--- src/rtl/lcd_init_seq.sv ---
// lcd_init_seq: panel power-up sequencer for an SPI-attached LCD.
// Pulses the panel reset, streams a fixed five-entry command table through an
// external SPI master, then forwards single host bytes on request.
// Build option: define LCD_SLEEP_DELAY_EN to insert a WAIT_CYCLES pause after
// the sleep-out command (0x11) before the next table entry is sent.
module lcd_init_seq #(
   parameter int unsigned RST_CYCLES  = 250,
   parameter int unsigned WAIT_CYCLES = 30000
) (
   input  logic       clk,
   input  logic       rst,
   input  logic       start,
   input  logic       host_req,
   input  logic       host_dc,
   input  logic [7:0] host_data,
   output logic       host_ack,
   output logic [7:0] spi_data,
   output logic       spi_send,
   input  logic       spi_done,
   output logic       lcd_dc,
   output logic       lcd_res,
   output logic       busy,
   output logic       init_done
);

   localparam int unsigned TBL_LEN  = 5;
   localparam int unsigned IDX_W    = $clog2(TBL_LEN);
   localparam int unsigned CNT_W    = $clog2(RST_CYCLES + 1);
   localparam logic [IDX_W-1:0] LAST_IDX = IDX_W'(TBL_LEN - 1);
   localparam logic [CNT_W-1:0] RST_LOAD = CNT_W'(RST_CYCLES - 1);

   typedef enum logic [3:0] {
      S_IDLE,
      S_RES_LOW,
      S_RES_WAIT,
      S_LOAD,
      S_SEND,
      S_WAIT_DONE,
      S_READY,
      S_HSEND,
      S_HWAIT
`ifdef LCD_SLEEP_DELAY_EN
      , S_DELAY
`endif
   } state_t;

   state_t           state_q, state_d;
   logic [IDX_W-1:0] idx_q, idx_d;
   logic [CNT_W-1:0] cnt_q, cnt_d;
   logic             init_done_q, init_done_d;
   logic             host_ack_q, host_ack_d;
   logic [7:0]       hdata_q, hdata_d;
   logic             hdc_q, hdc_d;
   logic [7:0]       tbl_data;
   logic             tbl_dc;

`ifdef LCD_SLEEP_DELAY_EN
   localparam int unsigned DLY_W = $clog2(WAIT_CYCLES + 1);
   localparam logic [DLY_W-1:0] DLY_LOAD  = DLY_W'(WAIT_CYCLES - 1);
   localparam logic [IDX_W-1:0] SLEEP_IDX = IDX_W'(1);
   logic [DLY_W-1:0] dly_q, dly_d;
`endif

   // Fixed init table lookup: (dc, byte) per index.
   always_comb begin
      tbl_data = '0;
      tbl_dc   = 1'b0;
      case (idx_q)
         IDX_W'(0): tbl_data = 8'h01;
         IDX_W'(1): tbl_data = 8'h11;
         IDX_W'(2): tbl_data = 8'h3A;
         IDX_W'(3): begin tbl_data = 8'h05; tbl_dc = 1'b1; end
         IDX_W'(4): tbl_data = 8'h29;
         default:   tbl_data = '0;
      endcase
   end

   // State and datapath registers; async active-low reset to idle.
   always_ff @(posedge clk or negedge rst) begin
      if (!rst) begin
         state_q     <= S_IDLE;
         idx_q       <= '0;
         cnt_q       <= '0;
         init_done_q <= 1'b0;
         host_ack_q  <= 1'b0;
         hdata_q     <= '0;
         hdc_q       <= 1'b0;
`ifdef LCD_SLEEP_DELAY_EN
         dly_q       <= '0;
`endif
      end else begin
         state_q     <= state_d;
         idx_q       <= idx_d;
         cnt_q       <= cnt_d;
         init_done_q <= init_done_d;
         host_ack_q  <= host_ack_d;
         hdata_q     <= hdata_d;
         hdc_q       <= hdc_d;
`ifdef LCD_SLEEP_DELAY_EN
         dly_q       <= dly_d;
`endif
      end
   end

   // Next-state logic: reset pulse timing, table walk, host byte forwarding.
   always_comb begin
      state_d     = state_q;
      idx_d       = idx_q;
      cnt_d       = cnt_q;
      init_done_d = init_done_q;
      host_ack_d  = 1'b0;
      hdata_d     = hdata_q;
      hdc_d       = hdc_q;
`ifdef LCD_SLEEP_DELAY_EN
      dly_d       = dly_q;
`endif
      case (state_q)
         S_IDLE: begin
            if (start) begin
               state_d = S_RES_LOW;
               cnt_d   = RST_LOAD;
               idx_d   = '0;
            end
         end
         S_RES_LOW: begin
            if (cnt_q == '0) begin
               state_d = S_RES_WAIT;
               cnt_d   = RST_LOAD;
            end else begin
               cnt_d = cnt_q - 1'b1;
            end
         end
         S_RES_WAIT: begin
            if (cnt_q == '0) begin
               state_d = S_LOAD;
               idx_d   = '0;
            end else begin
               cnt_d = cnt_q - 1'b1;
            end
         end
         S_LOAD: state_d = S_SEND;
         S_SEND: state_d = S_WAIT_DONE;
         S_WAIT_DONE: begin
            if (spi_done) begin
               if (idx_q == LAST_IDX) begin
                  state_d     = S_READY;
                  init_done_d = 1'b1;
               end else begin
                  idx_d = idx_q + 1'b1;
`ifdef LCD_SLEEP_DELAY_EN
                  if (idx_q == SLEEP_IDX) begin
                     state_d = S_DELAY;
                     dly_d   = DLY_LOAD;
                  end else begin
                     state_d = S_LOAD;
                  end
`else
                  state_d = S_LOAD;
`endif
               end
            end
         end
`ifdef LCD_SLEEP_DELAY_EN
         S_DELAY: begin
            if (dly_q == '0) state_d = S_LOAD;
            else             dly_d   = dly_q - 1'b1;
         end
`endif
         // A request is not sampled in the cycle host_ack is high.
         S_READY: begin
            if (init_done_q && host_req && !host_ack_q) begin
               hdata_d = host_data;
               hdc_d   = host_dc;
               state_d = S_HSEND;
            end
         end
         S_HSEND: state_d = S_HWAIT;
         S_HWAIT: begin
            if (spi_done) begin
               host_ack_d = 1'b1;
               state_d    = S_READY;
            end
         end
         default: state_d = S_IDLE;
      endcase
   end

   // Output decode from the current state.
   always_comb begin
      spi_send  = 1'b0;
      spi_data  = '0;
      lcd_dc    = 1'b0;
      lcd_res   = 1'b1;
      busy      = 1'b1;
      case (state_q)
         S_IDLE:    begin lcd_res = 1'b0; busy = 1'b0; end
         S_RES_LOW: lcd_res = 1'b0;
         S_READY:   busy = 1'b0;
         S_LOAD, S_WAIT_DONE: begin spi_data = tbl_data; lcd_dc = tbl_dc; end
         S_SEND:    begin spi_data = tbl_data; lcd_dc = tbl_dc; spi_send = 1'b1; end
         S_HWAIT:   begin spi_data = hdata_q; lcd_dc = hdc_q; end
         S_HSEND:   begin spi_data = hdata_q; lcd_dc = hdc_q; spi_send = 1'b1; end
         default:   ;
      endcase
      host_ack  = host_ack_q;
      init_done = init_done_q;
   end

endmodule

--- config.mk ---
export PLATFORM = sky130hd
export DESIGN_NAME = lcd_init_seq
export DESIGN_NICKNAME = d
export VERILOG_FILES = /design/src/rtl/lcd_init_seq.sv
export SDC_FILE = /design/constraint.sdc
export NUM_CORES = 1
export LEC_CHECK = 0
export ABC_AREA = 1
export CELL_PAD_IN_SITES_DETAIL_PLACEMENT = 0
export CELL_PAD_IN_SITES_GLOBAL_PLACEMENT = 1
export CORE_MARGIN = 2
export CORE_UTILIZATION = 30
export DETAILED_ROUTE_END_ITERATION = 12
export DONT_BUFFER_PORTS = 1
export GPL_TIMING_DRIVEN = 0
export PLACE_DENSITY_LB_ADDON = 0.1
export SYNTH_ARGS = -nofsm -noshare
export SYNTH_HDL_FRONTEND = slang
export SYNTH_SLANG_ARGS = --single-unit
--- constraint.sdc ---
create_clock -name clk -period 3.9 [get_ports clk]
set_input_delay 0.78 -clock clk [delete_from_list [all_inputs] [get_ports clk]]
set_output_delay 0.78 -clock clk [all_outputs]
set_load 0.05 [all_outputs]
* Word level (Yosys, flattened, before mapping)
Cells that the tools add are included.
** Operators by class
- $add $sub $neg :: 2
- Eq/ne operators :: 20
- Muxes and demuxes :: 26
- Reductions and logical operators :: 18
** Operators with widths (number)
- 4-bit case mux with 9 select lines :: 1
- 6-bit case mux with 5 select lines :: 1
- 4-bit two-way mux :: 6
- 8-bit two-way mux :: 3
- 8-bit case mux with 3 select lines :: 1
- 4-bit by 3-bit == test with 1-bit output, second input constant :: 4
- 2-bit != test, second input constant :: 8
- 8-bit case mux with 2 select lines :: 1
- 3-bit two-way mux :: 5
- 3-bit case mux with 3 select lines :: 1
- 4-bit by 2-bit == test with 1-bit output, second input constant :: 2
- 8-bit zero test :: 1
- 2-bit OR reduction :: 4
- 8-bit by 1-bit subtractor with 8-bit output, second input constant :: 1
- 3-bit by 2-bit == test with 1-bit output, second input constant :: 2
- 1-bit two-way mux :: 6
- 3-bit AND reduction :: 2
- 6-bit AND reduction :: 1
- 3-bit nonzero test :: 2
- 5-bit AND reduction :: 1
- 4-bit by 1-bit == test with 1-bit output, second input constant :: 1
- 4-bit == test, second input constant :: 1
- 4-bit zero test :: 1
- 3-bit by 1-bit adder with 3-bit output, second input constant :: 1
- 8 further kinds :: 9
** Storage, ports and cells
- Flip-flop bits (word level) :: 26
- Bits of input ports :: 14
- Output and inout port bits :: 14
- Word-level logic and storage cells :: 73

* Logic depth before layout (Yosys ltp)
- Depth after elaboration :: 4
- Gate-level depth with buffers :: 11
- Depth with buffers taken out :: 11

* Least setup slack after synthesis
No wires, ideal clock.
- Path type :: reg-to-output
- Start point :: reg state_q[1]
- End point :: out lcd_dc
- Data arrival time :: 2.011 ns
- Required time :: 3.120 ns
- Path slack :: 1.109 ns
- Stages on the path, launching flop included :: 5
- Path buffers :: 0
- Path through :: dfrtp_1 -> nor2_1 -> nand3_1 -> o21a_1 -> o21ai_0
** On the way
- Longest elaborated chain between the ends :: 3
- Elaborated cells on any way between the ends :: 8
- Those cells by class :: eq/ne (5); mux (1); reduce/logical (2)
** Ends and longest elaborated chain
- start, declared :: RTL line 47 : state_t state_q, state_d;
- start signal, assigned :: RTL line 92 : state_q <= state_d;
- 4-bit by 3-bit == test with 1-bit output, or another cell as far along :: RTL line 195 : case (state_q)
- 3-bit OR reduction (no line) or 2-bit OR reduction (tied branches)
- 1-bit case mux with 2 select lines * :: RTL line 195
- end, declared :: RTL line 20 : output logic lcd_dc,
Mark *: on every way between the ends. The rest lies on a longest branch, timed or not.

* Worst setup path after layout
- Start point :: reg state_q[1]
- End point :: out spi_data[2]
** On the way
- Longest elaborated chain between the ends :: 3
- Elaborated cells on any way between the ends :: 8
- Those cells by class :: eq/ne (5); mux (1); reduce/logical (2)
** Ends and longest elaborated chain
- 4-bit by 3-bit == test with 1-bit output, or another cell as far along :: RTL line 195
- 3-bit OR reduction (no line) or 2-bit OR reduction (tied branches)
- 8-bit case mux with 2 select lines * :: RTL line 195
- end, declared :: RTL line 17 : output logic [7:0] spi_data,
Marked as above.

==> results.sh <==
export IMPL_synth_area_leaders="dfrtp_1 38%, nand2_1 8.7%, nor2_1 8.5%"
export IMPL_yosys_area_top_type="dfrtp_1"
export IMPL_seqCellArea_sq_um=650.6
export IMPL_dp_worst_setup_slack_ps=1167
export IMPL_setup_tns_ps=0
export IMPL_vias=1441
export IMPL_layout_min_cycle_time_ps=3038
export IMPL_grt_first_pass_wirelength_microns=7245
export IMPL_grt_pass1_vias=1449
export IMPL_die_x_microns=79.84
export IMPL_synth_fp_nets=253
export IMPL_setup_violations=0
export IMPL_finalClockSkew_ps=3.047
export IMPL_first_pass_iters=4
export IMPL_cts_sinks=26
export IMPL_cts_buffers=3
export IMPL_ys_ff_latch=26
export IMPL_cts_root_buf="clkbuf_8"
export IMPL_status="finished clean"
export IMPL_drt_iter0_drc=45
export IMPL_setup_ws_ps=862.2
export IMPL_dp_cells=304
export IMPL_worstPathArrival_ps=2260
export IMPL_final_cell_mix="40 x nand2_1, 39 x nor2_1, 28 x inv_1"
export IMPL_die_area_sq_mm=0.006374
export IMPL_post_cts_buffers=0
export IMPL_grt_antenna_before_repair=0
export IMPL_grt_max_degree=27
export IMPL_worst_pin_slew_ps=1073
export IMPL_multiInputGateArea_sq_um=924.6
export IMPL_syn_avg_cell_area_sq_um=7.437
export IMPL_ys_types=29
export IMPL_fin_util=0.3406
export IMPL_diodes=0
export IMPL_fin_nets=258
export IMPL_period_share=0.7789
export IMPL_criticalPathCategory="flop to output pin"
export IMPL_portBuffers=0
export IMPL_startpoint_type="flop"
export IMPL_fp_coreArea_sq_mm=0.005540
export IMPL_clockBufferDepth=2
export IMPL_path_buf_inv=0
export IMPL_die_h_microns=79.84
export IMPL_power_total_mw=1.520
export IMPL_dpl_hpwl_microns=3221
export IMPL_hp_class="primary input to asynchronous set/reset pin"
export IMPL_drc_errors=0
export IMPL_fmax_mhz=329.2
export IMPL_maxCapViolCount=0
export IMPL_max_vdd_ir_drop_uv=243.5
export IMPL_max_slew_margin=0.2948
export IMPL_cp_cell_sequence="nor2_1 -> nand3_1 -> o21a_1 -> o22ai_1"
export IMPL_start_util=0.3114
export IMPL_ios=28
export IMPL_via_per_inst=4.679
export IMPL_setup_worst_path_start="state_q[1]"
export IMPL_wl_per_cell_microns=13.65
export IMPL_stdcell_area_sq_mm=0.001887
export IMPL_post_cts_resized=0
export IMPL_slew_viol_final=0
export IMPL_gr_total_overflow=0
export IMPL_drive_gt1_frac=0.1907
export IMPL_rsz0062_at_grt="false"
export IMPL_yosysSeqAreaShare=0.3771
export IMPL_grt_total_usage=0.1455
export IMPL_critical_path_top_delay_family="compound AO/OA/AOI/OAI gates"
export IMPL_rows=27
export IMPL_hold_buffers=0
export IMPL_final_cells=308
export IMPL_clk_latency_ps=280
export IMPL_synth_cells=232
export IMPL_rr_startpoint="state_q[2]"
export IMPL_crit_slowest_cell="o22ai_1"
export IMPL_drtAntennaViolNets=0
export IMPL_synth_top_area_share=0.3771
export IMPL_place_area_sq_mm=0.001815
export IMPL_yosysWarnings=0
export IMPL_mostFrequentLayoutCell="nand2_1"
export IMPL_gp_congestion=0.7212
export IMPL_final_fill_count=620
export IMPL_path_max_fanout=9
export IMPL_critPathRequiredTime_ps=3120
export IMPL_timing_hold_ws_ps=181.0
export IMPL_cts_tree="yes"
export IMPL_area_delta_synth_final_pct=9.355
export IMPL_syn_area_sq_mm=0.001725
export IMPL_max_stage_delay_ps=870
export IMPL_wirelength_microns=4203
export IMPL_finalHoldViolCount=0
export IMPL_power_density_mw_per_mm2=805.6
export IMPL_p_leak_nw=0.9627
export IMPL_end_kind="output pin"
export IMPL_clkTransAtPathRegs_ps=100
export IMPL_ctsHtreeMaxLevel=1
[cells in the mapped netlist]
| library cell | count |
|---|---|
| a211oi_1 | 1 |
| a21boi_2 | 1 |
| a21oi_1 | 3 |
| a21oi_2 | 8 |
| buf_4 | 1 |
| buf_6 | 1 |
| dfrtp_1 | 26 |
| ha_1 | 7 |
| inv_1 | 28 |
| inv_2 | 7 |
| nand2_1 | 40 |
| nand2_2 | 8 |
| nand2_4 | 3 |
| nand3_1 | 15 |
| nand3_2 | 1 |
| nand3b_1 | 2 |
| nand4_1 | 9 |
| nor2_1 | 39 |
| nor2_2 | 9 |
| nor2_4 | 1 |
| nor3_1 | 2 |
| o211ai_1 | 1 |
| o21a_1 | 1 |
| o21ai_0 | 7 |
| o21ai_1 | 5 |
| o21ai_2 | 1 |
| o21bai_1 | 1 |
| o22ai_1 | 3 |
| xor2_1 | 1 |
[area by class of cell]
cell class	instances	share of cell area
clock inverter	1	0.01592
buffer	2	0.009947
sequential	26	0.3448
tap	72	0.04775
inverter	35	0.06963
multi-input combinational	169	0.4901
clock buffer	3	0.02188
[report_power, final]
part           leakage, nW  switching (mW)  internal, mW
clock               0.0357          0.0976         0.137
combinational        0.636           0.642         0.226
sequential           0.291          0.0633         0.354
[path summary, 6_finish.rpt]
kind	cells past startpoint	slack (ps)	endpoint
max	4	860	spi_data[2]
min	0	180	hdata_q[7]
max reg2reg	6	2030	cnt_q[3]
min reg2reg	2	510	cnt_q[0]
max in group asynchronous	0	3640	state_q[3]
min in group clk	2	510	cnt_q[0]
[metal layers]
metal / global-route usage / vias up / wire length (microns) / share of wire
met4: 0.03559 / 0 / 34 / 0.0081
li1: - / 755 / - / -
met3: 0.02036 / 2 / 103 / 0.025
met5: 0 / - / 0 / 0
met1: 0.2024 / 672 / 2145 / 0.51
met2: 0.2378 / 12 / 1920 / 0.46
[registers in the layout, summed over array words and instances, names as in the netlist]
| signal | flops |
|---|---|
| cnt_q | 8 |
| idx_q | 3 |
| init_done | 1 |
| hdata_q | 8 |
| state_q | 4 |
| hdc_q | 1 |
| host_ack | 1 |
[logic make-up after synthesis]
logic type,count (synthesis),share of synthesized area
simple gates,129,0.3560
fa+ha+maj,7,0.05076
xor+xnor,1,0.005077
buf+inv,37,0.08702
compound gates,32,0.1240
flops,26,0.3771
[worst register-to-register path: stages, from the launching register on]
cell and delay (ps):
dfrtp_1 440, nor2_1 270, nand2_1 450, nand2_1 330
nand4_1 120, nand2_1 70, nand3_1 70
Power figures use the tool's default switching activity.
